===== src/rtl/bool_lut_eval.sv =====
// Programmable Boolean function unit.
// NOUT functions of NIN variables are held as a truth table and evaluated
// with one cycle of registered latency. A scan engine walks every minterm
// and reports the on-set size of each function.
module bool_lut_eval #(
  parameter int NIN  = 4,
  parameter int NOUT = 2
) (
  input  logic                   clk,
  input  logic                   rst,
  input  logic                   cfg_we,
  input  logic [NIN-1:0]         cfg_addr,
  input  logic [NOUT-1:0]        cfg_data,
  output logic                   cfg_ready,
  input  logic                   in_valid,
  input  logic [NIN-1:0]         in_vars,
  output logic                   in_ready,
  output logic                   out_valid,
  output logic [NOUT-1:0]        out_f,
  input  logic                   start,
  output logic                   busy,
  output logic                   done,
  output logic [NOUT*(NIN+1)-1:0] cnt
);

  localparam int DEPTH = 2 ** NIN;
  // One extra bit so a constant-1 function (count = DEPTH) never wraps.
  localparam int CW = NIN + 1;
  localparam logic [NIN-1:0] LAST_IDX = '1;

  typedef enum logic [1:0] {IDLE, SCAN, DONE} state_t;

  state_t               state_q;
  logic [NOUT-1:0]      tbl_q [DEPTH];
  logic [NIN-1:0]       idx_q;
  logic [NOUT*CW-1:0]   cnt_q;
  logic [NOUT*CW-1:0]   cnt_d;
  logic                 busy_q;
  logic                 done_q;
  logic                 out_valid_q;
  logic [NOUT-1:0]      out_f_q;
  logic                 idle;

  // Adds a single minterm bit to an on-set counter.
  function automatic logic [CW-1:0] add_bit(input logic [CW-1:0] acc, input logic b);
    return acc + CW'(b);
  endfunction

  // Writes and evaluations are only accepted while the scan engine is idle.
  assign idle      = (state_q == IDLE);
  assign cfg_ready = idle;
  assign in_ready  = idle;

  assign busy      = busy_q;
  assign done      = done_q;
  assign cnt       = cnt_q;
  assign out_valid = out_valid_q;
  assign out_f     = out_f_q;

  // Next counter values: each slice accumulates its bit of the current row.
  always_comb begin
    cnt_d = cnt_q;
    for (int k = 0; k < NOUT; k++) begin
      cnt_d[k*CW +: CW] = add_bit(cnt_q[k*CW +: CW], tbl_q[idx_q][k]);
    end
  end

  // Scan FSM: clears counters on start, accumulates one row per cycle,
  // stops on the terminal index and pulses done for a single cycle.
  always_ff @(posedge clk or posedge rst) begin
    if (rst) begin
      state_q <= IDLE;
      idx_q   <= '0;
      cnt_q   <= '0;
      busy_q  <= 1'b0;
      done_q  <= 1'b0;
    end else begin
      case (state_q)
        IDLE: begin
          done_q <= 1'b0;
          if (start) begin
            state_q <= SCAN;
            busy_q  <= 1'b1;
            cnt_q   <= '0;
            idx_q   <= '0;
          end
        end
        SCAN: begin
          cnt_q <= cnt_d;
          idx_q <= idx_q + 1'b1;
          if (idx_q == LAST_IDX) begin
            state_q <= DONE;
            done_q  <= 1'b1;
          end
        end
        DONE: begin
          state_q <= IDLE;
          busy_q  <= 1'b0;
          done_q  <= 1'b0;
        end
        default: begin
          state_q <= IDLE;
          busy_q  <= 1'b0;
          done_q  <= 1'b0;
        end
      endcase
    end
  end

  // Truth table storage; cleared by reset, written one row at a time.
  always_ff @(posedge clk or posedge rst) begin
    if (rst) begin
      for (int i = 0; i < DEPTH; i++) begin
        tbl_q[i] <= '0;
      end
    end else if (cfg_we && idle) begin
      tbl_q[cfg_addr] <= cfg_data;
    end
  end

  // Evaluation register; a same-edge write to the same row is not seen here.
  always_ff @(posedge clk or posedge rst) begin
    if (rst) begin
      out_valid_q <= 1'b0;
      out_f_q     <= '0;
    end else begin
      out_valid_q <= in_valid && idle;
      if (in_valid && idle) begin
        out_f_q <= tbl_q[in_vars];
      end
    end
  end

endmodule

===== config.mk =====
export PLATFORM = sky130hd
export DESIGN_NAME = bool_lut_eval
export DESIGN_NICKNAME = d
export VERILOG_FILES = /design/src/rtl/bool_lut_eval.sv
export SDC_FILE = /design/constraint.sdc
export NUM_CORES = 1
export LEC_CHECK = 0
export CORE_ASPECT_RATIO = 1.5
export CORE_MARGIN = 3
export CORE_UTILIZATION = 45
export CTS_CLUSTER_SIZE = 24
export DETAILED_ROUTE_END_ITERATION = 12
export HOLD_SLACK_MARGIN = 0.02
export PLACE_DENSITY = 0.7
export SLEW_MARGIN = 25
export SYNTH_ARGS = -nofsm -noshare
export SYNTH_HDL_FRONTEND = slang
export SYNTH_SLANG_ARGS = --single-unit

===== constraint.sdc =====
create_clock -name clk -period 2.7 [get_ports clk]
set_input_delay 0.54 -clock clk [delete_from_list [all_inputs] [get_ports clk]]
set_output_delay 0.54 -clock clk [all_outputs]
set_load 0.005 [all_outputs]

==> results.ini, run 1 <==
[outcome]
outcome=finished, final reports clean

[timing]
setup_tns_ns=0
period_share_pct=92.2
hold_viol_final=0
slew_violations=0
tightest_slew_ns=0.603
period_needed_ns=2.49
rsz0062_at_grt=no
worst_clock_skew_ns=0.0114
clock.fmax_mhz=402
slew_headroom_pct=59.7
setup_viol=0

[critical_path]
startpoint_type=flip-flop
setup.worst_path.start=idx_q[0]
ff2ff_path_depth=7
critPathMaxFanout=11
r2r-end=cnt[2]
worstSetupPathType=flip-flop to flip-flop
arrival_ns=2.69
cp.required_ns=2.90
end_kind=flip-flop
crit_end=cnt[2]
reg2reg_from=idx_q[0]
ff2ff_setup_slack_ns=0.21

[floorplan]
io_pins=32
die_x_um=70.2
initial_core_util_pct=47.0
rows=34
die_y_um=102
core-area_um2=5910
dieArea_um2=7180

[grt]
met1_usage_pct=20.1
grt_pass1_vias=1937
overflow=0
top_usage_layer=met2
grt.met3_usage_pct=3.05
grt_pass1_wl_um=9830
antenna_found_initial=0
use_met2_pct=32.6
track_usage_pct=17.7
grt_max_degree=28

[clocking]
cts_hold_buffers=0
clkTransAtPathRegs_ns=0.09
worstSkewPairLatency_ns=0.31
htreeDepth=2
cts_setup_buffers=0
cts_max_path_buffers=2
cts_tree=built
clockRootBuffer=clkbuf_8
cts_made_buffers=5
ctsResizeCount=0
cts.sinks=53

[cells_and_area]
drive_gt1_share_pct=28.3
instances_no_fill=319
final_nets=266
syn2layout_area_growth_pct=19.4
fillers=535
antenna_cells=0
utilization_pct=56.2

[synth]
synth.largest_area_cell=dfrtp_1
synth-seq-area-share_pct=47.7
synth_cell_types=37
synthCells=211
synth_nets=231
synth_top_area_share_pct=47.7
yosys_warnings=0
yosys.area_share.simple_pct=12.4
synth_compound_area_share_pct=6.21
synth-xor-area-share_pct=0
ys_ff_latch=53
ys.flop_type=dfrtp_1
synth_fa_ha_area_share_pct=2.25
yosys-top-cells-area=dfrtp_1 48%, mux2_2 13%, mux4_2 11%
synthMuxAreaShare_pct=28.9
synth_area_per_cell_um2=13.2
synth_edf_count=0
syn_area_um2=2780
ys_async_sr_fraction_pct=100
synth_top_family_by_area=multiplexers

[power_and_ir_drop]
p_leak_nw=1.53
peakVddDrop_uv=371
p_per_area_nw_per_um2=959

[placement]
gp_congestion=0.852
port_buffers=31
dp_cells=311
dp_hpwl_um=4610

[route]
wl_um=6020
drt-wirelength-per-cell_um=18.9
drc=0
drt_iter0_drc=80
drtAntennaViolNets=0
drtPass1Iterations=4
vias=1873
avgViaCountPerCell=5.87

[flow_run]
cap_violations=0

[hold_path]
hp-class=flip-flop to flip-flop

## synthesized netlist by cell type (5+ instances only)
cell type / n
clkbuf_1: 5
nand3_1: 9
nor2_1: 8
ha_1: 5
mux2_2: 33
o21ai_0: 5
dfrtp_1: 53
a22o_1: 9
nand2_1: 17
mux2i_1: 8
mux4_2: 14
nand4_1: 6
## sequential cells by signal (all words and copies together), names as in the netlist
| register | cells |
|---|---|
| busy | 1 |
| state_q | 2 |
| cnt | 10 |
| out_f | 2 |
| out_valid | 1 |
| idx_q | 4 |
| tbl_q | 32 |
| done | 1 |
## stage by stage
stage	hold slack (ns)	cell area (um2)	power (W)	worst slack [ns]
2_1_floorplan	0.470	2780	0.00217	0.274
3_3_place_gp	0.475	3200	0.00263	0.220
3_5_place_dp	0.486	3200	0.00266	0.199
4_1_cts	0.505	3320	0.00321	0.197
5_1_grt	0.535	3320	0.00338	0.110
6_report	0.493	3320	0.00318	0.210
## worst min-delay path by stage
stage                   from       end  cells after the start
floorplan           tbl_q[4]  tbl_q[4]                      1
global placement    out_f[1]  out_f[1]                      2
detailed placement      done      done                      1
CTS                   cnt[4]    cnt[4]                      1
global route          cnt[9]    cnt[9]                      1
finish                cnt[4]    cnt[4]                      1
## layout by cell type (no fill, tap or decap), types with 6 or more instances in the layout
cell	count
clkdlybuf4s50_1	31
mux4_2	14
nand3_1	9
clkbuf_8	6
nand2_1	17
mux2_2	33
mux2i_1	8
a22o_1	9
nor2_1	8
dfrtp_1	53
nand4_1	6
## final cells by class
cell class	count	area (um2)	area share, %
repair buffers	38	388	11.7
clock inverters	1	30.0	0.904
flip-flops and latches	53	1330	39.9
clock buffers	7	86.3	2.60
inverters	4	15.0	0.452
well taps	72	90.1	2.71
multi-input cells	144	1390	41.7
## report_power, final
group          switching (W)  total, W  internal [W]
logic               0.000415   0.00120      0.000790
clock network       0.000246  0.000548      0.000302
registers           0.000331   0.00143       0.00110
## per-layer routing
| layer | routed length [um] | vias to the layer above |
|---|---|---|
| met2 | 3190 | 57 |
| met3 | 222 | 13 |
| met4 | 138 | 0 |
| met5 | 0 | - |
| met1 | 2470 | 943 |
| li1 | - | 860 |
## critical path: stages, from the launching register on
cell	delay (ns)
dfrtp_1	0.38
buf_12	0.15
mux4_2	0.50
mux4_2	0.50
ha_1	0.22
ha_1	0.20
mux2_2	0.27
a22o_1	0.18
## kinds of logic after synthesis
group	count (synthesis)
and+or+nand+nor	58
adders and majority gates	5
muxes	58
AOI/OAI and AO/OA	23
buffers and inverters	14
DFF	53
Power figures use the tool's default switching activity.
==> run 2, diff against run 1 <==
- MAX_ROUTING_LAYER: default -> met4
- PLACE_DENSITY: 0.7 -> default
- PLACE_DENSITY_LB_ADDON: default -> 0.05
==> run 2 against run 1 <==
Flip-flop and latch count stayed put. Utilization is 0.34 points lower. Design area is 0.60% lower.
==> results.ini, run 2 (same netlist as run 1, synthesis figures left out) <==
[route]
top_layer=met4  ; unchanged
wl_met3_um=254  ; was 222 um
drc=0  ; unchanged
drt-wirelength-per-cell_um=20.1  ; was 18.9 um
avgViaCountPerCell=5.94  ; was 5.87
wl_met1_um=2490  ; was 2470 um
wl_um=6430  ; was 6020 um
drtAntennaViolNets=0  ; unchanged
drt_iter0_drc=109  ; was 80
drtPass1Iterations=4  ; unchanged
vias=1901  ; was 1873
route.met2.wl_um=3490  ; was 3190 um

[critical_path]
setup.worst_path.start=idx_q[0]  ; unchanged
ff2ff_path_depth=7  ; unchanged
ff2ff_setup_slack_ns=0.20  ; was 0.21 ns
arrival_ns=2.70  ; was 2.69 ns
cp.required_ns=2.91  ; was 2.90 ns
crit_end=cnt[7]  ; was cnt[2]
end_kind=flip-flop  ; unchanged
critPathMaxFanout=6  ; was 11
startpoint_type=flip-flop  ; unchanged
r2r-end=cnt[7]  ; was cnt[2]
worstSetupPathType=flip-flop to flip-flop  ; unchanged
reg2reg_from=idx_q[0]  ; unchanged

[floorplan]
initial_core_util_pct=47.0  ; unchanged
core-area_um2=5910  ; unchanged
die_x_um=70.2  ; unchanged
dieArea_um2=7180  ; unchanged
rows=34  ; unchanged
die_y_um=102  ; unchanged
io_pins=32  ; unchanged

[grt]
overflow=0  ; unchanged
grt_max_degree=29  ; was 28
grt_pass1_vias=2064  ; was 1937
grt_pass1_wl_um=10800  ; was 9830 um
antenna_found_initial=0  ; unchanged
track_usage_pct=20.0  ; was 17.7%

[cells_and_area]
layout_commonest_cell=dfrtp_1  ; unchanged
multi_input_area_um2=1390  ; unchanged
fillers=511  ; was 535
largest_reg_flops=32  ; unchanged
top_register=tbl_q  ; unchanged
drive_gt1_share_pct=29.0  ; was 28.3%
final_nets=267  ; was 266
finalInstanceArea_um2=3300  ; was 3320 um2
syn2layout_area_growth_pct=18.7  ; was 19.4%
antenna_cells=0  ; unchanged
layout_common_cells=53 x dfrtp_1, 33 x mux2_2, 31 x clkdlybuf4s50_1  ; unchanged
seqCellArea_um2=1330  ; unchanged

[clocking]
cts_max_path_buffers=2  ; unchanged
htreeDepth=2  ; unchanged
cts_hold_buffers=0  ; unchanged
ctsResizeCount=0  ; unchanged
clockRootBuffer=clkbuf_8  ; unchanged
worstSkewPairLatency_ns=0.31  ; about the same
cts.sinks=53  ; unchanged
cts_made_buffers=5  ; unchanged
cts_tree=built  ; unchanged
cts_setup_buffers=0  ; unchanged
clkTransAtPathRegs_ns=0.09  ; about the same

[power_and_ir_drop]
peakVddDrop_uv=387  ; was 371 uV
p_leak_nw=1.53  ; about the same
p_per_area_nw_per_um2=952  ; was 959 nW/um2

[timing]
period_needed_ns=2.50  ; was 2.49 ns
worst_hold_slack_ns=0.495  ; was 0.493 ns
clock.fmax_mhz=400  ; was 402 MHz
tightest_slew_ns=0.577  ; was 0.603 ns
setup_viol=0  ; unchanged
slew_headroom_pct=61.5  ; was 59.7%
hold_viol_final=0  ; unchanged
period_share_pct=92.5  ; was 92.2%
rsz0062_at_grt=no  ; unchanged
worst_clock_skew_ns=0.00433  ; was 0.0114 ns
slew_violations=0  ; unchanged
setup_tns_ns=0  ; unchanged

[placement]
gp_congestion=0.929  ; was 0.852
port_buffers=31  ; unchanged
place_area_um2=3200  ; about the same
dp_hpwl_um=5070  ; was 4610 um

[hold_path]
hold-path-cell-count=2  ; was 1
hp-class=flip-flop to flip-flop  ; unchanged

[flow_run]
cap_violations=0  ; unchanged

[outcome]
outcome=finished, final reports clean  ; unchanged

==> run 2: how the worst min path moves through the flow <==
stage | startpoint | endpoint
after floorplan | tbl_q[4] | tbl_q[4]
after global placement | out_f[0] | out_f[0]
after detailed placement | out_f[0] | out_f[0]
after CTS | out_f[0] | out_f[0]
after global routing | cnt[4] | cnt[4]
final | out_f[0] | out_f[0]
==> run 2: cell type report <==
cell class | instances | area share (%)
tap | 72 | 2.73
clock inverter | 1 | 0.152
multi-input combinational | 144 | 42.0
inverter | 4 | 0.455
clock buffer | 7 | 2.92
timing repair buffer | 39 | 11.6
sequential | 53 | 40.2
==> run 2: through the flow <==
step	std cells	utilization (%)	setup slack (ns)	total power (W)
6_report	320	55.8	0.203	0.00314
5_1_grt	320	55.8	0.126	0.00336
4_1_cts	320	55.8	0.190	0.00319
3_5_place_dp	312	54.1	0.140	0.00269
3_3_place_gp	312	54.1	0.162	0.00262
2_1_floorplan	211	-	0.274	0.00217
==> run 2: power breakdown <==
part,leakage [nW],switching [W],internal [W]
logic,0.767,0.000437,0.000779
registers,0.704,0.000339,0.00110
clock network,0.0542,0.000256,0.000232
==> run 2: worst max-delay path: stages, from the launching register on <==
cell     delay [ns]
dfrtp_1        0.35
buf_4          0.17
mux4_2         0.52
mux4_2         0.50
ha_1           0.21
ha_1           0.20
mux2_2         0.27
a22o_1         0.18
==> run 2: routing by layer <==
metal  vias to the layer above  track usage, %
met5                         -               -
met4                         0            8.41
met3                        17            3.15
met2                        60            35.6
met1                       967            22.4
li1                        857               -
